==> config.mk <==
export PLATFORM = sky130hd
export DESIGN_NAME = edge_detect_mc
export DESIGN_NICKNAME = d
export VERILOG_FILES = /design/src/rtl/edge_detect_pkg.sv /design/src/rtl/edge_detect_ch.sv /design/src/rtl/edge_detect_mc.sv
export SDC_FILE = /design/constraint.sdc
export NUM_CORES = 1
export LEC_CHECK = 0
export ABC_AREA = 0
export CORE_ASPECT_RATIO = 1.25
export CORE_MARGIN = 4
export CORE_UTILIZATION = 31
export CTS_BUF_LIST = sky130_fd_sc_hd__clkbuf_2
export DETAILED_ROUTE_END_ITERATION = 7
export PLACE_DENSITY = 0.6
export SLEW_MARGIN = 0
export SYNTH_ARGS = -nofsm -noshare
export SYNTH_HDL_FRONTEND = slang
export SYNTH_HIERARCHICAL = 1
export SYNTH_SLANG_ARGS = --single-unit
==> constraint.sdc <==
create_clock -name clk -period 3.5 [get_ports clk]
set_input_delay 0.35 -clock clk [delete_from_list [all_inputs] [get_ports clk]]
set_output_delay 0.35 -clock clk [all_outputs]
set_load 0.005 [all_outputs]
==> src/rtl/edge_detect_pkg.sv <==
// Shared definitions for the multi-channel edge detector: channel FSM
// encoding, per-channel mode codes and a width helper for the stretch counter.
package edge_detect_pkg;

    typedef enum logic [1:0] {
        S_LO   = 2'd0,
        S_RISE = 2'd1,
        S_HI   = 2'd2,
        S_FALL = 2'd3
    } state_t;

    localparam logic [1:0] MODE_OFF  = 2'b00;
    localparam logic [1:0] MODE_RISE = 2'b01;
    localparam logic [1:0] MODE_FALL = 2'b10;
    localparam logic [1:0] MODE_BOTH = 2'b11;

    // A PULSE_LEN of 1 needs no stretch state, but a zero-width vector is
    // illegal, so the counter is never narrower than one bit.
    function automatic int str_width(input int pulse_len);
        int w;
        w = $clog2(pulse_len);
        return (w < 1) ? 1 : w;
    endfunction

endpackage

==> src/rtl/edge_detect_ch.sv <==
// One edge-detect channel: 4-state Moore FSM tracking the input level, a
// pulse stretcher and a saturating event counter with synchronous clear.
module edge_detect_ch
    import edge_detect_pkg::*;
#(
    parameter int PULSE_LEN = 1,
    parameter int CNT_W     = 8
) (
    input  logic             clk,
    input  logic             rst,
    input  logic             din,
    input  logic [1:0]       mode,
    input  logic             clr,
    output logic             dout,
    output logic             dout_str,
    output logic [CNT_W-1:0] cnt
);

    localparam int               STR_W    = str_width(PULSE_LEN);
    localparam logic [STR_W-1:0] STR_LOAD = STR_W'(PULSE_LEN - 1);
    localparam logic [CNT_W-1:0] CNT_MAX  = '1;
    localparam logic [CNT_W-1:0] CNT_ONE  = CNT_W'(1);

    state_t           state_reg, state_next;
    logic [STR_W-1:0] str_cnt_reg, str_cnt_next;
    logic [CNT_W-1:0] cnt_reg, cnt_next;
    logic             pulse;

    always_ff @(posedge clk) begin
        if (rst) begin
            state_reg   <= S_LO;
            str_cnt_reg <= '0;
            cnt_reg     <= '0;
        end else begin
            state_reg   <= state_next;
            str_cnt_reg <= str_cnt_next;
            cnt_reg     <= cnt_next;
        end
    end

    // Mode only gates the Moore output, so changing it never disturbs tracking.
    always_comb begin
        pulse = ((state_reg == S_RISE) && mode[0]) ||
                ((state_reg == S_FALL) && mode[1]);
    end

    always_comb begin
        state_next = state_reg;
        case (state_reg)
            S_LO:    state_next = din ? S_RISE : S_LO;
            S_RISE:  state_next = din ? S_HI   : S_FALL;
            S_HI:    state_next = din ? S_HI   : S_FALL;
            S_FALL:  state_next = din ? S_RISE : S_LO;
            default: state_next = S_LO;
        endcase
    end

    always_comb begin
        str_cnt_next = str_cnt_reg;
        if (pulse) begin
            str_cnt_next = STR_LOAD;
        end else if (str_cnt_reg != '0) begin
            str_cnt_next = str_cnt_reg - STR_W'(1);
        end
    end

    // A clear that lands on a pulse cycle keeps that event as the first count.
    always_comb begin
        cnt_next = cnt_reg;
        if (clr) begin
            cnt_next = pulse ? CNT_ONE : '0;
        end else if (pulse && (cnt_reg != CNT_MAX)) begin
            cnt_next = cnt_reg + CNT_ONE;
        end
    end

    assign dout     = pulse;
    assign dout_str = pulse || (str_cnt_reg != '0);
    assign cnt      = cnt_reg;

endmodule

==> src/rtl/edge_detect_mc.sv <==
// Multi-channel edge detector: CH independent channels, packed into flat
// din/mode/clr/dout/dout_str/cnt vectors.
module edge_detect_mc #(
    parameter int CH        = 4,
    parameter int PULSE_LEN = 1,
    parameter int CNT_W     = 8
) (
    input  logic                clk,
    input  logic                rst,
    input  logic [CH-1:0]       din,
    input  logic [2*CH-1:0]     mode,
    input  logic [CH-1:0]       clr,
    output logic [CH-1:0]       dout,
    output logic [CH-1:0]       dout_str,
    output logic [CH*CNT_W-1:0] cnt
);

    generate
        for (genvar gi = 0; gi < CH; gi++) begin : g_ch
            edge_detect_ch #(
                .PULSE_LEN (PULSE_LEN),
                .CNT_W     (CNT_W)
            ) u_ch (
                .clk      (clk),
                .rst      (rst),
                .din      (din[gi]),
                .mode     (mode[2*gi +: 2]),
                .clr      (clr[gi]),
                .dout     (dout[gi]),
                .dout_str (dout_str[gi]),
                .cnt      (cnt[CNT_W*gi +: CNT_W])
            );
        end
    endgenerate

endmodule

Yosys cells after proc, flatten, opt, wreduce, memory -nomap -nowiden
Cells that the tools add are included.
{ "word_totals": {"regBits": 44, "latchBits": 0, "ram_bits": 0, "romBits": 0, "out_inout_bits": 40, "word_cells": 104, "mem_count": 0} }
{ "op_classes": {"n_addsub": 8, "multipliers": 0, "div_mod_pow": 0, "order_cmp": 0, "eq_ne": 16, "shifts": 0, "muxes": 24, "n_bitwise": 4, "n_reduce_logical": 40} }
{ "op_table": {"columns": ["operator", "count"], "rows": [
  ["$mux W8", 8],
  ["$add A8 B1 Y8 const B", 4],
  ["$ne A8 B8 Y1 const B", 4],
  ["$eq A2 B2 Y1 const B", 8],
  ["$pmux W2 S2", 4],
  ["$reduce_or A2 Y1", 8],
  ["$logic_and A1 B1 Y1", 12],
  ["$mux W1", 12],
  ["$reduce_or A3 Y1", 4],
  ["$eq A2 B1 Y1 const B", 4],
  ["$logic_not A2 Y1", 4],
  ["$logic_or A1 B1 Y1", 8],
  ["$reduce_bool A2 Y1", 4],
  ["$not A1 Y1", 4],
  ["$sub A1 B1 Y1 const B", 4]
]} }

Longest topological paths before layout
{ "depth": {"ltp_word": 6, "mapped_depth": 7, "depth_no_buf": 7} }

Hierarchy
Netlist, hierarchy kept.
{ "by_module_without_submodules": {"columns": ["module", "instances", "cells_each", "area_per_inst_um2", "seq_area_each_um2"], "rows": [
  ["edge_detect_ch", 4, 56, 560.5, 220.2]
]} }

Worst setup path after synthesis
Ideal clock, no wire load.
{ "synth_timing": {"path_type": "register -> register", "startpoint": "register g_ch[0].u_ch.cnt_reg[0]", "endpoint": "register g_ch[0].u_ch.cnt_reg[5]", "setup_ps": 70, "arrival_time_ps": 1264, "t_required_ps": 3430, "setup_slack_ps": 2166, "path_stages_with_launch": 6, "synth_period_minus_slack_ps": 1334, "cell_sequence": "dfxtp_1 ha_1 nand3_1 o211ai_4 or3_1 a21oi_1"} }
{ "synth_via": {"elab_chain_len": 3} }
{ "synth_rtl": {"columns": ["item", "line_no", "source"], "rows": [
  ["start, declared", "edge_detect_ch.sv:26", "logic [CNT_W-1:0] cnt_reg, cnt_next;"],
  ["start signal, assigned", "edge_detect_ch.sv:37", "cnt_reg <= cnt_next;"],
  ["$add A8 B1 Y8 / $ne A8 B8 Y1 (equally long branches)", "edge_detect_ch.sv:73, edge_detect_ch.sv:72", null],
  ["$mux W8 / $logic_and A1 B1 Y1 (equally long branches)", "edge_detect_ch.sv:72", "end else if (pulse && (cnt_reg != CNT_MAX)) begin"],
  ["$mux W8 / $reduce_bool A2 Y1 (equally long branches)", null, null]
]} }
Several ways; a longest one is shown, not always the timed one. The select of a mux whose other input is x is not followed.
A chain may end at the register's enable or synchronous reset.

Final worst setup path
{ "layout_timing": {"startpoint": "register g_ch[2].u_ch.state_reg[1]", "endpoint": "output port dout[2]"} }
{ "layout_via": {"elab_chain_len": 3} }
{ "layout_rtl": {"columns": ["item", "line_no", "source"], "rows": [
  ["start, declared", "edge_detect_ch.sv:24", "state_t state_reg, state_next;"],
  ["start signal, assigned", "edge_detect_ch.sv:35", "state_reg <= state_next;"],
  ["$eq A2 B1 Y1 / $eq A2 B2 Y1 (equally long branches)", "edge_detect_ch.sv:43, edge_detect_ch.sv:44", null],
  ["$logic_and A1 B1 Y1 (on tied branches)", "edge_detect_ch.sv:43, edge_detect_ch.sv:44", null],
  ["$logic_or A1 B1 Y1 *", "edge_detect_ch.sv:43", "pulse = ((state_reg == S_RISE) && mode[0]) ||"],
  ["end, declared", "edge_detect_mc.sv:13", "output logic [CH-1:0] dout,"]
]} }
Every way passes the cells marked *; elsewhere a longest branch is shown, timed or not.

==> results by group <==
Timing
  – Finish-stage setup viols: 0
  – Layout Skew: 0.00847 ns
  – Setup tns final: 0 ns
  – Final Hold Viols: 0
  – Max-slew headroom: 0.556
  – Worst-Margin Slew: between 0.6 and 0.7 ns
  – Max Clk Rate: between 0.4 and 0.5 GHz
  – Final Max Tran Viols: 0
  – RSZ-0062 raised after global routing: no
  – Final period utilization: 0.624
  – Period minus WS final: approximately 2.2 ns

Clocking
  – PostCTS Resize Cnt: 0
  – Worst skew pair latency: between 0.3 and 0.4 ns
  – Post-CTS Setup Inserts: 0
  – Clock buffer count from CTS: 5
  – Reg clk slew, reported paths: 0.21 ns
  – H-tree Lvls: 2
  – CTS Root Cell: clkbuf_2
  – Sink Count: 44
  – Hold Buf Count CTS: 0
  – Maximum clock path buffer count: 2
  – CTS tree: done

Place
  – IO Port Bufs: 57
  – Detailed Place HPWL: about 3.4 mm
  – Area after DPL: roughly 2900 um^2
  – Placer congestion estimate: between 0.7 and 0.8

Synthesis
  – Unique masters post-synth: 27
  – Synth top area share: 0.393
  – Seq/Total Area, Yosys: 0.393
  – Post-Synthesis Cell Area: 2240 um^2
  – Synth area leaders: dfxtp_1 39%, ha_1 6.7%, xor2_1 6.3%
  – Synthesis-stage register bit count: 44
  – Most area-hungry cell type in the Yosys netlist: dfxtp_1
  – Synth Instances: roughly 220
  – Syn Area/Cell: approximately 10 um^2
  – Mapped Nets: roughly 250
  – Yosys warnings: 6

Global route
  – GRT overflow: 0
  – Gr usage total: 0.107
  – Initial antenna violation count: 1
  – Number of global-route vias before repair: approximately 1700
  – Global-route wire length before repair: approximately 7.7 mm
  – Largest net degree at the start of global routing: 17

Run
  – Max cap viols: 0

Floorplan
  – Starting Density: 0.319
  – Row cnt: 34
  – Ports: between 50 and 60
  – Core area: 7020 um^2
  – Die height: between 100 and 150 um
  – Die footprint: between 8000 and 9000 um^2
  – Die Span X: around 84 um

Route
  – DRT Pass-1 Iters: 4
  – Vias: between 1500 and 2000
  – Post-route ant nets: 0
  – Drt total wl: 4.44 mm
  – Post-detailed-route wirelength per cell: ~12 um
  – 1st-iter DRT viols: 41
  – Via/cell ratio: roughly 4.8
  – DRC Markers: 0

Setup path
  – CP max stage delay: approximately 0.46 ns
  – Setup CP Type: reg -> out
  – Startpoint types: register
  – RR Startpoint: g_ch[2].u_ch/cnt[0]$_SDFFE_PP0P_
  – Critical R2R Capture: g_ch[2].u_ch/cnt[0]$_SDFFE_PP0P_
  – R2R depth: 5
  – Critical path required time: 3.15 ns
  – Worst path cell trace: inv_1, ha_1, a22oi_2, inv_4, clkdlybuf4s50_1
  – CP arrival: ~1.8 ns
  – CP Max Fanout: 7
  – CP Capture Type: output port
  – R2R setup slack: between 1.5 and 2 ns
  – CP max-delay cell: clkdlybuf4s50_1

Layout
  – Area of the multi-input gates: ~1300 um^2
  – Layout cell share with drive strength beyond 1: 0.144
  – Layout net count: 314
  – # diodes: 0
  – Fillers: roughly 720
  – Leading cell types in the layout, fill and taps excluded: 57 x clkdlybuf4s50_1, 44 x dfxtp_1, 32 x nor2_1
  – Max reg flops: 32
  – Synthesis-to-finish area growth: 31.2%
  – Register area: 881 um^2
  – Fin area: 2940 um^2
  – Most common cell after layout, fill and taps aside: clkdlybuf4s50_1

Pwr
  – PD cells: between 400 and 500 nW/um^2
  – Peak VDD IR: around 0.00019 V
  – Pleak: between 1 and 1.5 nW

Outcome
  – Outcome: finished, final reports clean

Worst hold path
  – WHS Endpoint: g_ch[0].u_ch/cnt[0]$_SDFFE_PP0P_
  – HP Class: reg -> reg
  – Hold depth: 2
  – Hold path startpoint: g_ch[0].u_ch/cnt[0]$_SDFFE_PP0P_
-- report_power, final --
group / internal [mW] / switching, mW
sequential: 0.563 / 0.0435
combinational: 0.209 / 0.187
clock: 0.0414 / 0.155
total: 0.813 / 0.386
-- worst max-delay path: cells and delay by family (launching register included) --
kind                       cells  cell delay, ns
AOI/OAI and AO/OA              1            0.29
adders and majority gates      1            0.18
buffers and inverters          3            0.61
DFF                            1            0.38
-- kinds of logic after synthesis --
kind of cell	Yosys count	share of synthesized area
AO/OA/AOI/OAI	40	0.172
buffers and inverters	12	0.0245
other	4	0.00669
flip-flops	44	0.393
AND/OR/NAND/NOR	84	0.223
XOR/XNOR	20	0.0781
multiplexers	8	0.0357
adder cells (fa/ha/maj)	12	0.0670
-- final cells by class --
type | count | area share
Multi-Input combinational cell | 168 | 0.444
Sequential cell | 44 | 0.299
Timing Repair Buffer | 57 | 0.194
Tap cell | 90 | 0.0383
Inverter | 8 | 0.0136
Clock buffer | 5 | 0.00850
Clock inverter | 2 | 0.00255
-- Yosys cell counts --
cell	instances
inv_4	4
nand3_1	8
nand3b_1	8
and3_4	4
mux2i_1	8
clkbuf_1	4
ha_1	12
and3_2	4
or2_2	4
inv_1	4
o211ai_4	4
o21ai_2	4
a2111oi_2	4
or3_1	4
a21oi_1	8
nand2_1	12
xnor2_1	4
nand4_4	4
conb_1	4
a22oi_2	4
o211ai_1	8
dfxtp_1	44
xor2_1	16
a2bb2oi_1	4
nor2_1	32
nand2b_1	4
o21ai_0	4
-- metal layers --
metal,global-route usage,wire length [um]
met5,0,12
met4,0.0334,61
met3,0.0352,251
met2,0.192,2200
met1,0.120,1910
-- worst max path at each step --
stage / startpoint / end / depth (start not counted)
after global placement: mode[0] / dout[0] / 4
after CTS: g_ch[2].u_ch/state_reg[1]$_SDFF_PP0_ / dout[2] / 5
final: g_ch[2].u_ch/state_reg[1]$_SDFF_PP0_ / dout[2] / 5
after floorplan: g_ch[0].u_ch/cnt[0]$_SDFFE_PP0P_ / g_ch[0].u_ch/cnt[5]$_SDFFE_PP0P_ / 5
after detailed placement: mode[6] / dout[3] / 4
after global routing: g_ch[2].u_ch/state_reg[1]$_SDFF_PP0_ / dout[2] / 5
-- through the flow --
| stage | power, mW | hold WS, ns | cells | worst slack (ns) | utilization |
|---|---|---|---|---|---|
| 2_1_floorplan | 0.867 | 0.417 | 224 | 2.17 | - |
| 3_3_place_gp | 1.01 | 0.528 | 367 | 1.49 | 0.415 |
| 3_5_place_dp | 1.02 | 0.535 | 367 | 1.49 | 0.415 |
| 4_1_cts | 1.23 | 0.524 | 374 | 1.24 | 0.419 |
| 5_1_grt | 1.30 | 0.545 | 374 | 1.12 | 0.419 |
| 6_report | 1.20 | 0.556 | 374 | 1.32 | 0.419 |
Power figures use the tool's default switching activity.
